**src/rtl/life_grid_engine.sv**
```systemverilog
// Conway's Game of Life engine (B3/S23) over a ROWS x COLS register grid.
// Evolves one full generation per clock; halts on still-life, extinction or generation limit.
module life_grid_engine #(
    parameter int ROWS  = 8,
    parameter int COLS  = 8,
    parameter int GEN_W = 16
) (
    input  logic                   clk,
    input  logic                   reset,
    input  logic                   load,
    input  logic [ROWS*COLS-1:0]   seed,
    input  logic                   run,
    input  logic                   step,
    input  logic                   wrap,
    input  logic [GEN_W-1:0]       max_gens,
    output logic [ROWS*COLS-1:0]   grid,
    output logic [GEN_W-1:0]       gen_count,
    output logic                   busy,
    output logic                   stable,
    output logic                   extinct,
    output logic                   done
);
    localparam int N = ROWS * COLS;

    localparam logic [1:0] ST_IDLE = 2'd0;
    localparam logic [1:0] ST_RUN  = 2'd1;
    localparam logic [1:0] ST_HALT = 2'd2;

    logic [1:0]       state_q, state_d;
    logic [N-1:0]     grid_q, grid_d;
    logic [GEN_W-1:0] gen_q, gen_d;
    logic             stable_q, stable_d;
    logic             extinct_q, extinct_d;

    logic [N-1:0]     next_grid;
    logic [GEN_W-1:0] gen_inc;
    logic             next_same, next_zero, limit_hit;

    // Per-cell neighbour sum; off-grid neighbours are masked unless wrapping.
    genvar gi, gj;
    generate
        for (gi = 0; gi < ROWS; gi++) begin : g_row
            for (gj = 0; gj < COLS; gj++) begin : g_col
                localparam int   RU  = (gi + ROWS - 1) % ROWS;
                localparam int   RD  = (gi + 1) % ROWS;
                localparam int   CL  = (gj + COLS - 1) % COLS;
                localparam int   CR  = (gj + 1) % COLS;
                localparam logic TOP = (gi == 0);
                localparam logic BOT = (gi == ROWS - 1);
                localparam logic LFT = (gj == 0);
                localparam logic RGT = (gj == COLS - 1);

                logic       ok_u, ok_d, ok_l, ok_r;
                logic [7:0] nb;
                logic [3:0] cnt;

                assign ok_u = wrap | ~TOP;
                assign ok_d = wrap | ~BOT;
                assign ok_l = wrap | ~LFT;
                assign ok_r = wrap | ~RGT;

                assign nb[0] = grid_q[RU*COLS + CL] & ok_u & ok_l;
                assign nb[1] = grid_q[RU*COLS + gj] & ok_u;
                assign nb[2] = grid_q[RU*COLS + CR] & ok_u & ok_r;
                assign nb[3] = grid_q[gi*COLS + CL] & ok_l;
                assign nb[4] = grid_q[gi*COLS + CR] & ok_r;
                assign nb[5] = grid_q[RD*COLS + CL] & ok_d & ok_l;
                assign nb[6] = grid_q[RD*COLS + gj] & ok_d;
                assign nb[7] = grid_q[RD*COLS + CR] & ok_d & ok_r;

                assign cnt = {3'b000, nb[0]} + {3'b000, nb[1]} + {3'b000, nb[2]}
                           + {3'b000, nb[3]} + {3'b000, nb[4]} + {3'b000, nb[5]}
                           + {3'b000, nb[6]} + {3'b000, nb[7]};

                assign next_grid[gi*COLS + gj] = (cnt == 4'd3)
                                               | (grid_q[gi*COLS + gj] & (cnt == 4'd2));
            end
        end
    endgenerate

    assign gen_inc   = gen_q + 1'b1;
    assign next_same = (next_grid == grid_q);
    assign next_zero = (next_grid == '0);
    // Limit compares the pre-increment count + 1 so max_gens=1 stops after one generation.
    assign limit_hit = (max_gens != '0) && (gen_inc == max_gens);

    always_comb begin
        state_d   = state_q;
        grid_d    = grid_q;
        gen_d     = gen_q;
        stable_d  = stable_q;
        extinct_d = extinct_q;

        if (load) begin
            grid_d    = seed;
            gen_d     = '0;
            stable_d  = 1'b0;
            extinct_d = 1'b0;
            state_d   = ST_IDLE;
        end else begin
            case (state_q)
                ST_IDLE: begin
                    if (run) begin
                        state_d = ST_RUN;
                    end else if (step) begin
                        grid_d    = next_grid;
                        gen_d     = (&gen_q) ? gen_q : gen_inc;
                        stable_d  = next_same;
                        extinct_d = next_zero;
                    end
                end
                ST_RUN: begin
                    if (!run) begin
                        state_d = ST_IDLE;
                    end else begin
                        grid_d    = next_grid;
                        gen_d     = (&gen_q) ? gen_q : gen_inc;
                        stable_d  = next_same;
                        extinct_d = next_zero;
                        if (next_same || next_zero || limit_hit) begin
                            state_d = ST_HALT;
                        end
                    end
                end
                ST_HALT: begin
                    state_d = ST_HALT;
                end
                default: begin
                    state_d = ST_IDLE;
                end
            endcase
        end
    end

    always_ff @(posedge clk or posedge reset) begin
        if (reset) begin
            state_q   <= ST_IDLE;
            grid_q    <= '0;
            gen_q     <= '0;
            stable_q  <= 1'b0;
            extinct_q <= 1'b0;
        end else begin
            state_q   <= state_d;
            grid_q    <= grid_d;
            gen_q     <= gen_d;
            stable_q  <= stable_d;
            extinct_q <= extinct_d;
        end
    end

    assign grid      = grid_q;
    assign gen_count = gen_q;
    assign busy      = (state_q == ST_RUN);
    assign done      = (state_q == ST_HALT);
    assign stable    = stable_q;
    assign extinct   = extinct_q;

endmodule

```
**config.mk**
```make
export PLATFORM = sky130hd
export DESIGN_NAME = life_grid_engine
export DESIGN_NICKNAME = d
export VERILOG_FILES = /design/src/rtl/life_grid_engine.sv
export SDC_FILE = /design/constraint.sdc
export NUM_CORES = 1
export LEC_CHECK = 0
export CORE_MARGIN = 1
export CORE_UTILIZATION = 49
export CTS_BUF_LIST = sky130_fd_sc_hd__clkbuf_4 sky130_fd_sc_hd__clkbuf_8
export CTS_CLUSTER_DIAMETER = 120
export DETAILED_ROUTE_END_ITERATION = 6
export GPL_TIMING_DRIVEN = 1
export PLACE_DENSITY = 0.72
export RECOVER_POWER = 25
export SLEW_MARGIN = 20
export SYNTH_ARGS = -nofsm -noshare
export SYNTH_HDL_FRONTEND = slang
export SYNTH_SLANG_ARGS = --single-unit
```
**constraint.sdc**
```tcl
create_clock -name clk -period 5.95 [get_ports clk]
set_input_delay 1.19 -clock clk [delete_from_list [all_inputs] [get_ports clk]]
set_output_delay 1.19 -clock clk [all_outputs]
set_load 0.02 [all_outputs]
```
==> key figures <==
Clocking
  – CTS Buf Count: 9
  – Clock transition at path regs: 0.11 ns
  – Clk sink count: 84
  – Root Driver: clkbuf_8
  – CTS Hold Bufs: 0
  – Clock Tree Buf Depth: 2
  – CTS tree: done
  – H-tree depth: 3
  – Clock Latency Late Sink: 0.47 ns

Final layout
  – Fraction of layout cells with a size suffix above 1: 0.120
  – Syn-to-layout area delta: 24.0%
  – Final instance area: 0.0217 mm2
  – NumNets Final: 2911
  – Post-Layout Cell Count: 2836
  – Ant. Diodes: 0

Timing
  – Final setup margin: 0.181 ns
  – Fin crit period: 5.77 ns
  – Fmax: 173 MHz
  – Final Hold Fails: 0
  – Worst Clk Skew: 0.0226 ns
  – Final setup violation count: 0
  – RSZ-0062 raised after global routing: false
  – Rel. slew slack: -1.02
  – TNS Setup: 0 ns
  – Tcrit/Tclk final: 0.970
  – Worst-Margin Slew: 3.01 ns
  – Final Max Tran Viols: 87

GRT
  – Gr ovfl total: 0
  – Vias in the first global route: 17523
  – First-pass GRT wire length: 112 mm
  – Pin count of the biggest net entering global routing: 65
  – Initial antenna violation count: 2
  – GR Util All Layers: 0.429

Critical path
  – Setup CP Type: primary input to flip-flop
  – Worst setup SP type: primary input
  – Critical path's slowest cell: fa_1
  – Worst r2r path cells: 17
  – Bufs and invs on worst path: 5
  – Reg2reg setup slack: 0.23 ns
  – Worst reg2reg path startpoint: grid[11]
  – Critical Path RT: 6.35 ns
  – Most common cell on crit path: fa_1
  – CP endpoint kind: flip-flop
  – Critical Path Max Stage Delay: 0.58 ns
  – Critical path endpoint: state_q[1]
  – CP arrival: 6.17 ns
  – CP top delay family: adder cells
  – Crit path depth: 18
  – Reg2Reg Capture Point: state_q[1]
  – Worst-path fanout max: 4
  – Worst setup startpoint: wrap
  – CP Cell Sequence: clkbuf_2 > and2_1 > fa_1 > inv_1 > fa_1 > fa_1 > inv_1 > ha_1 > fa_1 > o22ai_1 > a2111oi_2 > buf_4 > nand4_1 > or4_1 > or4_4 > nor4_4 > buf_4 > o32a_1

Die
  – I/O pins: 170
  – Die width: 191 um
  – Cell row count: 68
  – Die area: 0.0364 mm2
  – Core box area: 0.0348 mm2
  – Starting Density: 0.502
  – Die height: 191 um

Detailed routing
  – DR vias/cell: 6.18
  – DRT Wirelength: 75.9 mm
  – Starting DRT DRC Count: 1645
  – Number of remaining DRC errors: 0
  – Vias: 17538
  – Wirelength per Cell: 26.8 um
  – First-pass iteration count of the detailed router: 5
  – Detail Route Antenna Nets: 0

Synth
  – EDFF count, synth: 0
  – Synthesized Nets: 2529
  – Fraction of registers with async set/reset: 1.00
  – Synth Flop Type: dfrtp_1
  – Cell count after synthesis: 1994
  – Netlist cell types: 81
  – Mapped Area: 0.0175 mm2
  – Sequential area share after synthesis: 0.120
  – Synth warnings: 0
  – Yosys reg bits: 84
  – Syn_area_per_cell: 8.76 um2

Placement
  – Placed insts: 2819
  – DP Area: 0.0214 mm2
  – Port bufs: 169
  – RePlAce Congestion: 1.10
  – Placed wire-length estimate: 63.7 mm
  – Pre-CTS worst setup slack: -0.681 ns

Worst hold path
  – Hold Path Class: flip-flop to flip-flop

Flow run
  – Max-cap violation count: 2

Run status
  – Outcome: complete, but fails checks
  – Failing checks: max-capacitance violations, max-slew violations
-- sequential cells by signal (all words and copies together) (netlist names) --
| name | count |
|---|---|
| state_q | 2 |
| grid | 64 |
| gen_count | 16 |
| stable | 1 |
| extinct | 1 |
-- cells in the final DEF, fill, tap and decap left out, types with 25 or more instances in the layout --
cell,synthesis,routed
nand2_1,131,131
nand3_1,25,25
o21ai_0,57,57
and3_1,27,27
ha_1,197,197
a21oi_1,150,149
a211oi_1,49,49
nor3_1,25,25
fa_1,252,252
nor2_1,135,134
clkdlybuf4s50_1,0,166
nor2b_1,28,28
buf_4,0,241
inv_1,356,355
nor4_1,29,29
xnor2_1,26,26
dfrtp_1,84,84
-- metrics by stage --
stage	hold slack, ns	util
2_1_floorplan	0.480	-
3_3_place_gp	0.518	0.615
3_5_place_dp	0.527	0.615
4_1_cts	0.541	0.622
5_1_grt	0.572	0.623
6_report	0.555	0.623
-- area by class of cell --
type                    count  area (um2)
well taps                 455         569
inverters                 363        1360
clock inverters             7        92.6
multi-input cells        1506       13900
clock buffers               9         124
repair buffers            412        3530
flip-flops and latches     84        2100
fillers                  3116       13100
-- cell families after synthesis --
family	share of synthesized area
xor+xnor	0.0170
flops	0.120
fa+ha+maj	0.430
simple gates	0.163
buf+inv	0.0869
compound gates	0.166
mux	0.0173
-- Yosys cell counts, types with 21 or more instances --
| cell type | number | area share |
|---|---|---|
| nor4_1 | 29 | 0.010 |
| a211oi_1 | 49 | 0.021 |
| nand3_1 | 25 | 0.0072 |
| and2_1 | 22 | 0.0079 |
| o21ai_1 | 21 | 0.0060 |
| nor2b_1 | 28 | 0.010 |
| ha_1 | 197 | 0.14 |
| dfrtp_1 | 84 | 0.12 |
| nand4_1 | 21 | 0.0075 |
| inv_1 | 356 | 0.076 |
| o21ai_0 | 57 | 0.016 |
| clkbuf_1 | 37 | 0.0079 |
| and3_1 | 27 | 0.0097 |
| nor2_1 | 135 | 0.029 |
| mux2i_1 | 22 | 0.013 |
| xnor2_1 | 26 | 0.013 |
| nor3_1 | 25 | 0.0072 |
| nand2_1 | 131 | 0.028 |
| a21oi_1 | 150 | 0.043 |
| o22ai_1 | 22 | 0.0079 |
| fa_1 | 252 | 0.29 |
-- repair_timing --
item | 4_1_cts | 5_1_grt
cloned | 0 | 1
pin swaps | 4 | 0
resized for setup | 3 | 7
setup endpoints to repair | 4 | 4
buffers inserted | 0 | 0
-- metal layers --
metal  part of all wire  routed length [um]  GRT usage  up-vias
met4              0.059                4490      0.230        2
met3               0.10                7820     0.0880      209
met2               0.44               33600      0.655      965
li1                   -                   -          -     7643
met1               0.40               30100      0.570     8719
met5            0.00017                  13          0        -
-- worst min path at each step --
| stage | from | endpoint | slack, ns | cells past startpoint |
|---|---|---|---|---|
| 2_1_floorplan | state_q[0] | state_q[0] | 0.48 | 1 |
| 4_1_cts | state_q[0] | state_q[0] | 0.54 | 1 |
| 5_1_grt | extinct | extinct | 0.57 | 1 |
| 6_report | state_q[0] | state_q[0] | 0.56 | 1 |
| 3_3_place_gp | state_q[0] | state_q[0] | 0.52 | 1 |
| 3_5_place_dp | state_q[0] | state_q[0] | 0.53 | 1 |
Power is left out: the tool's default activity adds up to more than one toggle a clock period on the data nets, which glitch-free logic cannot reach.
